$ cat src/rtl/sound_latch_fifo_if.sv
// Bus bundle between the 68K/Z80 side and the sound command latch.
// master: the CPU side that drives strobes and data.
// slave: the latch itself.
interface sound_latch_fifo_if;
    logic        m68k_latch_cs;
    logic        m68k_rw_n;
    logic        m68k_lds_n;
    logic [15:0] m68k_din;
    logic        z80_latch_cs;
    logic        z80_rd_n;
    logic [7:0]  latch_dout;
    logic        z80_nmi_n;
    logic        pending;
    logic        overrun;

    modport master (
        output m68k_latch_cs, m68k_rw_n, m68k_lds_n, m68k_din,
        output z80_latch_cs, z80_rd_n,
        input  latch_dout, z80_nmi_n, pending, overrun
    );

    modport slave (
        input  m68k_latch_cs, m68k_rw_n, m68k_lds_n, m68k_din,
        input  z80_latch_cs, z80_rd_n,
        output latch_dout, z80_nmi_n, pending, overrun
    );
endinterface

$ cat src/rtl/sound_latch_fifo.sv
// Sound command latch from the 68000 to the Z80.
// Command bytes are buffered in a small circular FIFO. The head byte is
// presented to the Z80, and each buffered command gets one NMI pulse.
// A write into a full buffer replaces the newest entry and sets a sticky
// overrun flag.
module sound_latch_fifo #(
    parameter int DEPTH     = 1,
    parameter int NMI_WIDTH = 16
) (
    input  logic               clk,
    input  logic               reset_n,
    sound_latch_fifo_if.slave  bus
);
    localparam int              PW       = (DEPTH > 1) ? $clog2(DEPTH) : 1;
    localparam int              CW       = $clog2(DEPTH + 1);
    localparam logic [PW-1:0]   LAST_IDX = PW'(DEPTH - 1);
    localparam logic [CW-1:0]   FULL_CNT = CW'(DEPTH);
    localparam logic [7:0]      TLOAD    = 8'(NMI_WIDTH - 1);

    typedef enum logic [1:0] {S_IDLE, S_PULSE, S_GAP} state_t;

    logic [7:0]    r_mem [2**PW];
    logic [PW-1:0] r_wr_ptr, r_rd_ptr;
    logic [CW-1:0] r_count, r_owed;
    logic [7:0]    r_last_byte;
    logic          r_overrun;
    logic          r_ws_d, r_rs_d;
    state_t        r_state;
    logic [7:0]    r_timer;
    logic          r_nmi_n;

    logic          w_ws, w_rs, w_push, w_pop;
    logic [CW-1:0] w_count_after_pop;
    logic          w_full_after_pop, w_push_ins, w_push_ovw;
    logic [PW-1:0] w_newest, w_wr_addr;
    logic [CW-1:0] w_owed_next;
    state_t        w_state_next;
    logic [7:0]    w_timer_next;
    logic          w_fire;
    logic          w_unused_din_hi;

    function automatic logic [PW-1:0] ptr_inc(input logic [PW-1:0] p);
        return (p == LAST_IDX) ? '0 : p + PW'(1);
    endfunction

    assign w_ws = bus.m68k_latch_cs & ~bus.m68k_rw_n & ~bus.m68k_lds_n;
    assign w_rs = bus.z80_latch_cs & ~bus.z80_rd_n;

    // Push on the leading edge of the write; pop on the trailing edge of the read
    // so the Z80 sees stable data for the whole read cycle.
    assign w_push = w_ws & ~r_ws_d;
    assign w_pop  = ~w_rs & r_rs_d & (r_count != '0);

    // The pop is applied before the push, so a simultaneous pop frees a slot.
    assign w_count_after_pop = r_count - CW'(w_pop);
    assign w_full_after_pop  = (w_count_after_pop == FULL_CNT);
    assign w_push_ins        = w_push & ~w_full_after_pop;
    assign w_push_ovw        = w_push & w_full_after_pop;
    assign w_newest          = (r_wr_ptr == '0) ? LAST_IDX : r_wr_ptr - PW'(1);
    assign w_wr_addr         = w_push_ovw ? w_newest : r_wr_ptr;
    assign w_unused_din_hi   = ^bus.m68k_din[15:8];

    // Strobe edge detectors.
    always_ff @(posedge clk or negedge reset_n) begin
        if (!reset_n) begin
            r_ws_d <= 1'b0;
            r_rs_d <= 1'b0;
        end else begin
            r_ws_d <= w_ws;
            r_rs_d <= w_rs;
        end
    end

    // Command storage; contents are don't-care until written.
    always_ff @(posedge clk) begin
        if (w_push) r_mem[w_wr_addr] <= bus.m68k_din[7:0];
    end

    // Pointers, occupancy, last-read byte and sticky overrun.
    always_ff @(posedge clk or negedge reset_n) begin
        if (!reset_n) begin
            r_wr_ptr    <= '0;
            r_rd_ptr    <= '0;
            r_count     <= '0;
            r_last_byte <= 8'h00;
            r_overrun   <= 1'b0;
        end else begin
            if (w_pop) begin
                r_last_byte <= r_mem[r_rd_ptr];
                r_rd_ptr    <= ptr_inc(r_rd_ptr);
            end
            if (w_push_ins) r_wr_ptr <= ptr_inc(r_wr_ptr);
            if (w_push_ovw) r_overrun <= 1'b1;
            r_count <= w_count_after_pop + CW'(w_push_ins);
        end
    end

    // Owed NMIs: a new command adds one, starting a pulse consumes one.
    always_comb begin
        w_owed_next = r_owed;
        if (w_push_ins && !w_fire) begin
            if (r_owed != FULL_CNT) w_owed_next = r_owed + CW'(1);
        end else if (!w_push_ins && w_fire) begin
            w_owed_next = r_owed - CW'(1);
        end
    end

    // Owed counter register.
    always_ff @(posedge clk or negedge reset_n) begin
        if (!reset_n) r_owed <= '0;
        else          r_owed <= w_owed_next;
    end

    // NMI sequencer next state: low pulse, then an equally long high gap.
    always_comb begin
        w_state_next = r_state;
        w_timer_next = r_timer;
        w_fire       = 1'b0;
        case (r_state)
            S_IDLE: begin
                if (r_owed != '0) begin
                    w_state_next = S_PULSE;
                    w_timer_next = TLOAD;
                    w_fire       = 1'b1;
                end
            end
            S_PULSE: begin
                if (r_timer == 8'd0) begin
                    w_state_next = S_GAP;
                    w_timer_next = TLOAD;
                end else begin
                    w_timer_next = r_timer - 8'd1;
                end
            end
            S_GAP: begin
                if (r_timer == 8'd0) w_state_next = S_IDLE;
                else                 w_timer_next = r_timer - 8'd1;
            end
            default: w_state_next = S_IDLE;
        endcase
    end

    // NMI sequencer registers; NMI output is registered from the next state.
    always_ff @(posedge clk or negedge reset_n) begin
        if (!reset_n) begin
            r_state <= S_IDLE;
            r_timer <= 8'd0;
            r_nmi_n <= 1'b1;
        end else begin
            r_state <= w_state_next;
            r_timer <= w_timer_next;
            r_nmi_n <= (w_state_next != S_PULSE);
        end
    end

    assign bus.latch_dout = (r_count != '0) ? r_mem[r_rd_ptr] : r_last_byte;
    assign bus.pending    = (r_count != '0);
    assign bus.overrun    = r_overrun;
    assign bus.z80_nmi_n  = r_nmi_n;
endmodule
$ cat src/flat_wrapper.sv
// flat-port wrapper written by rule: the top's interface ports become plain ports
module sound_latch_fifo_flat 
#(
    parameter int DEPTH     = 1,
    parameter int NMI_WIDTH = 16
)
  (clk, reset_n, bus_m68k_latch_cs, bus_m68k_rw_n, bus_m68k_lds_n, bus_m68k_din, bus_z80_latch_cs, bus_z80_rd_n, bus_latch_dout, bus_z80_nmi_n, bus_pending, bus_overrun);
  sound_latch_fifo_if bus_i ();
  input  logic clk;
  input  logic reset_n;
  input wire logic [$bits(bus_i.m68k_latch_cs)-1:0] bus_m68k_latch_cs;
  input wire logic [$bits(bus_i.m68k_rw_n)-1:0] bus_m68k_rw_n;
  input wire logic [$bits(bus_i.m68k_lds_n)-1:0] bus_m68k_lds_n;
  input wire logic [$bits(bus_i.m68k_din)-1:0] bus_m68k_din;
  input wire logic [$bits(bus_i.z80_latch_cs)-1:0] bus_z80_latch_cs;
  input wire logic [$bits(bus_i.z80_rd_n)-1:0] bus_z80_rd_n;
  output wire logic [$bits(bus_i.latch_dout)-1:0] bus_latch_dout;
  output wire logic [$bits(bus_i.z80_nmi_n)-1:0] bus_z80_nmi_n;
  output wire logic [$bits(bus_i.pending)-1:0] bus_pending;
  output wire logic [$bits(bus_i.overrun)-1:0] bus_overrun;
  assign bus_i.m68k_latch_cs = bus_m68k_latch_cs;
  assign bus_i.m68k_rw_n = bus_m68k_rw_n;
  assign bus_i.m68k_lds_n = bus_m68k_lds_n;
  assign bus_i.m68k_din = bus_m68k_din;
  assign bus_i.z80_latch_cs = bus_z80_latch_cs;
  assign bus_i.z80_rd_n = bus_z80_rd_n;
  assign bus_latch_dout = bus_i.latch_dout;
  assign bus_z80_nmi_n = bus_i.z80_nmi_n;
  assign bus_pending = bus_i.pending;
  assign bus_overrun = bus_i.overrun;
  sound_latch_fifo #(.DEPTH(DEPTH), .NMI_WIDTH(NMI_WIDTH)) u_core (.clk(clk), .reset_n(reset_n), .bus(bus_i));
endmodule
$ cat config.mk
export PLATFORM = sky130hd
export DESIGN_NAME = sound_latch_fifo_flat
export DESIGN_NICKNAME = d
export VERILOG_FILES = /design/src/rtl/sound_latch_fifo_if.sv /design/src/rtl/sound_latch_fifo.sv /design/src/flat_wrapper.sv
export SDC_FILE = /design/constraint.sdc
export NUM_CORES = 1
export LEC_CHECK = 0
export ABC_AREA = 1
export BUFFER_PORTS_ARGS = -buffer_cell sky130_fd_sc_hd__buf_4
export CORE_MARGIN = 4
export CORE_UTILIZATION = 53
export DETAILED_ROUTE_END_ITERATION = 10
export PLACE_DENSITY_LB_ADDON = 0.25
export SYNTH_ARGS = -nofsm -noshare
export SYNTH_HDL_FRONTEND = slang
export SYNTH_SLANG_ARGS = --single-unit
$ cat constraint.sdc
create_clock -name clk -period 2.7 [get_ports clk]
set_input_delay 0.54 -clock clk [delete_from_list [all_inputs] [get_ports clk]]
set_output_delay 0.54 -clock clk [all_outputs]
set_load 0.02 [all_outputs]
==> summary by stage <==
Routing
The detail-routed net length per standard cell is around 12 um. The number of violations reported at the end of detailed-routing iteration 0 is 42. After detailed routing, the number of remaining DRC violations is 0. The first detailed-routing pass ran for 4 iterations. The remaining number of nets flagged by the antenna check after routing is 0. The routed layout has ~1,300 vias. The routed design has 3090 um of wire.

Dividing the detail-routed via count by the number of cells gives 5.10.

Placed design
The placed instances occupy a cell area of 0.00185 mm^2. At the placement stage, the worst setup path has a slack of around 0.8 ns. The count of buffers added on input and output ports is 25.

Once detailed placement completed, the half-perimeter wirelength came to roughly 2300 um. Routability-driven placement finished with a final weighted congestion of approximately 0.85.

GRT
Entering global routing, the biggest net connects 25 pins. The first global-routing pass estimated ~5600 um of wire. The via count of the first global-routing pass is 1,338.

For this run the aggregate overflow at the end of global routing stands at 0. The global-route met1 utilization is 18.8%. In the global route stage, met3 resource usage came out at around 6.0%.

Global routing used around a third of the available met2 tracks. Global routing used a little under a fifth of the available tracks. The initial antenna violation count is 0. After global routing, the most crowded layer is met2.

Floorplanning
Pin placement for this block handled 34 I/O pins. The area enclosed by the die boundary is ~0.004 mm^2. Row generation in the floorplan step produced 19 rows. The horizontal extent of the die is 63.3 um. The initial utilization of the core area, before any placement, comes to 57.2%. The die is approximately 63 um tall. The total area inside the core boundary comes to around 0.0028 mm^2.

Critical path
The count of buffer and inverter cells on the critical path is 2. The endpoint required time on the critical path is 2.16 ns. The startpoint of the most critical register-to-register path is u_core.r_state[0]. STA puts the critical path data arrival time at approximately 1.4 ns. The type of destination of the critical path is an output port. The critical path is of the reg -> out type.

The worst setup path is launched from a register. The critical path goes through inv_1, o21ai_0, buf_4. The largest stage delay on the critical path is around 0.4 ns.

Along the worst path, the maximum fanout reaches 17. In this run the worst setup path begins at u_core.bus.pending. The family with the most delay on the worst path is buffers and inverters. The critical path's slowest cell is sky130_fd_sc_hd__dfrtp_1.

Logic synthesis
Of the synthesized area, sequential elements account for between 50% and 60%. Summing the areas of all xor and xnor instances in the mapped netlist gives between 1 and 1.5% of the synthesized area. The share of synthesized area spent on multiplexers is 0%. Yosys mapped a number of flops with a built-in enable equal to 8. The post-synthesis cell type with the largest combined area is sky130_fd_sc_hd__dfrtp_1. The share of the synthesized area in the top cell type is between 30% and 40%. The synthesized netlist occupies a cell area of around 0.0016 mm^2. The proportion of synthesized flip-flops having asynchronous set or reset is between 70% and 80%.

The number of nets handed over by synthesis was roughly 220. In the post-synthesis netlist, the biggest area contributors are sky130_fd_sc_hd__dfrtp_1, sky130_fd_sc_hd__edfxtp_1, sky130_fd_sc_hd__nand2_1. The mean area per synthesized cell is around 8.6 um^2. The synthesized netlist devotes 11.2% of its cell area to compound gates. In the synthesized netlist the dominant register cell turns out to be sky130_fd_sc_hd__dfrtp_1. The register bit total from synthesis is 32. The post-synthesis cell count is 189. The largest family of logic cells by synthesized area is simple AND/OR/NAND/NOR gates. The number of warnings reported in the yosys synthesis log is 0. Summing the areas of all and, or, nand and nor instances in the mapped netlist gives 21.9% of the synthesized area.

Of the total synthesized cell area, the portion taken by full adders, half adders and majority gates is approximately 5.4%. Counting distinct cell types in the post-synthesis netlist gives 26.

Pwr
The worst voltage drop across the vdd grid is ~0.63 mV. Power spread over the standard cell area amounts to between 800 and 900 mW/mm^2. The leakage dissipation is 0.944 nW.

Cells and area
Once layout is done, the placed cells without fillers occupy 0.00190 mm^2. The final core area utilization is roughly 67%. The number of diodes is 0.

The fill cell total of the finished layout is 230. The area growth from synthesis to final layout is 17.2%. The net count of the finished layout is between 200 and 300.

The post-route netlist has about a fifth of its cells at a drive strength greater than 1.

STA
The setup clock skew after layout is roughly 0.0055 ns. Based on the critical path, the design can be clocked at up to roughly 510 MHz. The worst path in the final design needs a cycle of 1.96 ns, including I/O delays and setup.

Setup violations remaining at the end of the flow were counted as 0. Setup repair after global routing left no endpoint under its margin. The total negative slack for setup checks is 0 ns. In the finished design, the share of the clock period the worst path needs comes to 72.6%. The worst-case hold slack is 0.0920 ns. The count of final hold-check violations is 0. The count of pins over their slew limit is 0. Setup slack on the critical path of the routed design comes to 0.739 ns. The worst slew slack as a fraction of its limit is between 60 and 70%. For the pin with the worst max-slew slack, the measured transition is approximately 0.53 ns.

Clock tree
The post-CTS repair timing setup buffer count is 0. TritonCTS created 5 clock buffers. The total of hold buffers inserted after clock tree synthesis is 0. The insertion delay of the later-clocked pin in the worst-skew pair is about 0.33 ns. The maximum clock insertion buffer count is 2.

The clock transition at the registers of the reported paths is 0.10 ns. In this run, post-CTS repair resized a total of 0 instances. The H-tree generated during clock tree synthesis spans 2 levels. TritonCTS built the clock tree. The root buffer cell chosen for the clock tree is sky130_fd_sc_hd__clkbuf_4. The sink count of the clock tree is 32.

Outcome
The run finished with clean final reports.

Worst hold path
The worst hold-check path type is in -> async.

Flow run
Across the run, the number of max-cap violations was 0.
## metal layers
layer  up-vias  part of all wire [%]
met5         -                     0
met3         4                   5.3
li1        656                     -
met4         0                   1.1
met2        33                    53
met1       587                    41
## synthesized netlist by cell type (2+ instances only)
library cell / count
sky130_fd_sc_hd__nand2_1: 38
sky130_fd_sc_hd__inv_1: 34
sky130_fd_sc_hd__nor2_1: 25
sky130_fd_sc_hd__dfrtp_1: 23
sky130_fd_sc_hd__o21ai_0: 20
sky130_fd_sc_hd__edfxtp_1: 8
sky130_fd_sc_hd__ha_1: 7
sky130_fd_sc_hd__nand3_1: 6
sky130_fd_sc_hd__a21oi_1: 3
sky130_fd_sc_hd__nand4_1: 3
sky130_fd_sc_hd__nor3_1: 3
sky130_fd_sc_hd__clkbuf_1: 2
sky130_fd_sc_hd__nand2_2: 2
sky130_fd_sc_hd__o21ai_1: 2
sky130_fd_sc_hd__xnor2_1: 2
## cells in the final DEF (no fill, tap or decap)
cell and n:
sky130_fd_sc_hd__o21ai_1 2, sky130_fd_sc_hd__o211ai_1 1, sky130_fd_sc_hd__nor4_2 1, sky130_fd_sc_hd__or2_2 1
sky130_fd_sc_hd__nor3_1 3, sky130_fd_sc_hd__buf_4 26, sky130_fd_sc_hd__nor2_1 25, sky130_fd_sc_hd__a21boi_4 1
sky130_fd_sc_hd__nand2_1 38, sky130_fd_sc_hd__ha_1 7, sky130_fd_sc_hd__o21ai_0 20, sky130_fd_sc_hd__dfrtp_1 23
sky130_fd_sc_hd__nand3_1 6, sky130_fd_sc_hd__a21o_1 1, sky130_fd_sc_hd__inv_1 34, sky130_fd_sc_hd__clkinv_1 2
sky130_fd_sc_hd__dfstp_2 1, sky130_fd_sc_hd__nand2_2 2, sky130_fd_sc_hd__nor2_2 1, sky130_fd_sc_hd__nand2_4 1
sky130_fd_sc_hd__nand4_1 3, sky130_fd_sc_hd__edfxtp_1 8, sky130_fd_sc_hd__clkbuf_4 5, sky130_fd_sc_hd__o21ai_4 1
sky130_fd_sc_hd__o22ai_1 1, sky130_fd_sc_hd__xnor2_1 2, sky130_fd_sc_hd__nor2_4 1, sky130_fd_sc_hd__a21oi_1 3
## cell type report
class / instances / area (um^2) / area share (%)
inverters: 34 / 128 / 6.73
multi-input cells: 121 / 647 / 34.1
clock buffers: 5 / 37.5 / 1.98
repair buffers: 26 / 195 / 10.3
well taps: 31 / 38.8 / 2.05
flip-flops and latches: 32 / 842 / 44.4
clock inverters: 2 / 7.51 / 0.396
## flip-flops by register name, summed over array words and instances (netlist names)
signal,cells
u_core.r_last_byte,8
u_core.r_mem,8
u_core.r_timer,8
u_core.r_state,2
u_core.bus.overrun,1
u_core.bus.pending,1
u_core.bus.z80_nmi_n,1
u_core.r_owed,1
u_core.r_rs_d,1
u_core.r_ws_d,1
## worst paths after layout
kind                                             end  slack (ns)  cells after the start
min in group clk                       u_core.r_rs_d        0.37                      2
worst min-delay path               u_core.r_timer[7]        0.09                      1
worst max-delay path               bus_latch_dout[0]        0.74                      3
worst max register to register     u_core.r_timer[4]        0.79                      8
worst min register to register    u_core.bus.overrun        0.48                      1
max in group asynchronous       u_core.bus.z80_nmi_n        2.32                      1
## cell families (layout without fill, tap and decap cells)
group                    count (synthesis)  after routing
adder cells (fa/ha/maj)                  7              7
AND/OR/NAND/NOR                         82             82
flip-flops                              32             32
XOR/XNOR                                 2              2
AO/OA/AOI/OAI                           30             30
buffers and inverters                   36             67
## power by group
| group | internal [mW] | leakage, nW | switching (mW) | total [mW] |
|---|---|---|---|---|
| registers | 0.602 | 0.368 | 0.0758 | 0.678 |
| logic | 0.286 | 0.549 | 0.461 | 0.746 |
| clock network | 0.0907 | 0.0261 | 0.150 | 0.241 |
| total | 0.979 | 0.944 | 0.687 | 1.67 |
## stage by stage
step | total power [mW] | instances
final | 1.67 | 251
after global routing | 1.81 | 251
after CTS | 1.68 | 251
after detailed placement | 1.43 | 244
after global placement | 1.39 | 244
after floorplan | 1.22 | 189
No activity file was read; power rests on OpenSTA's default activity.
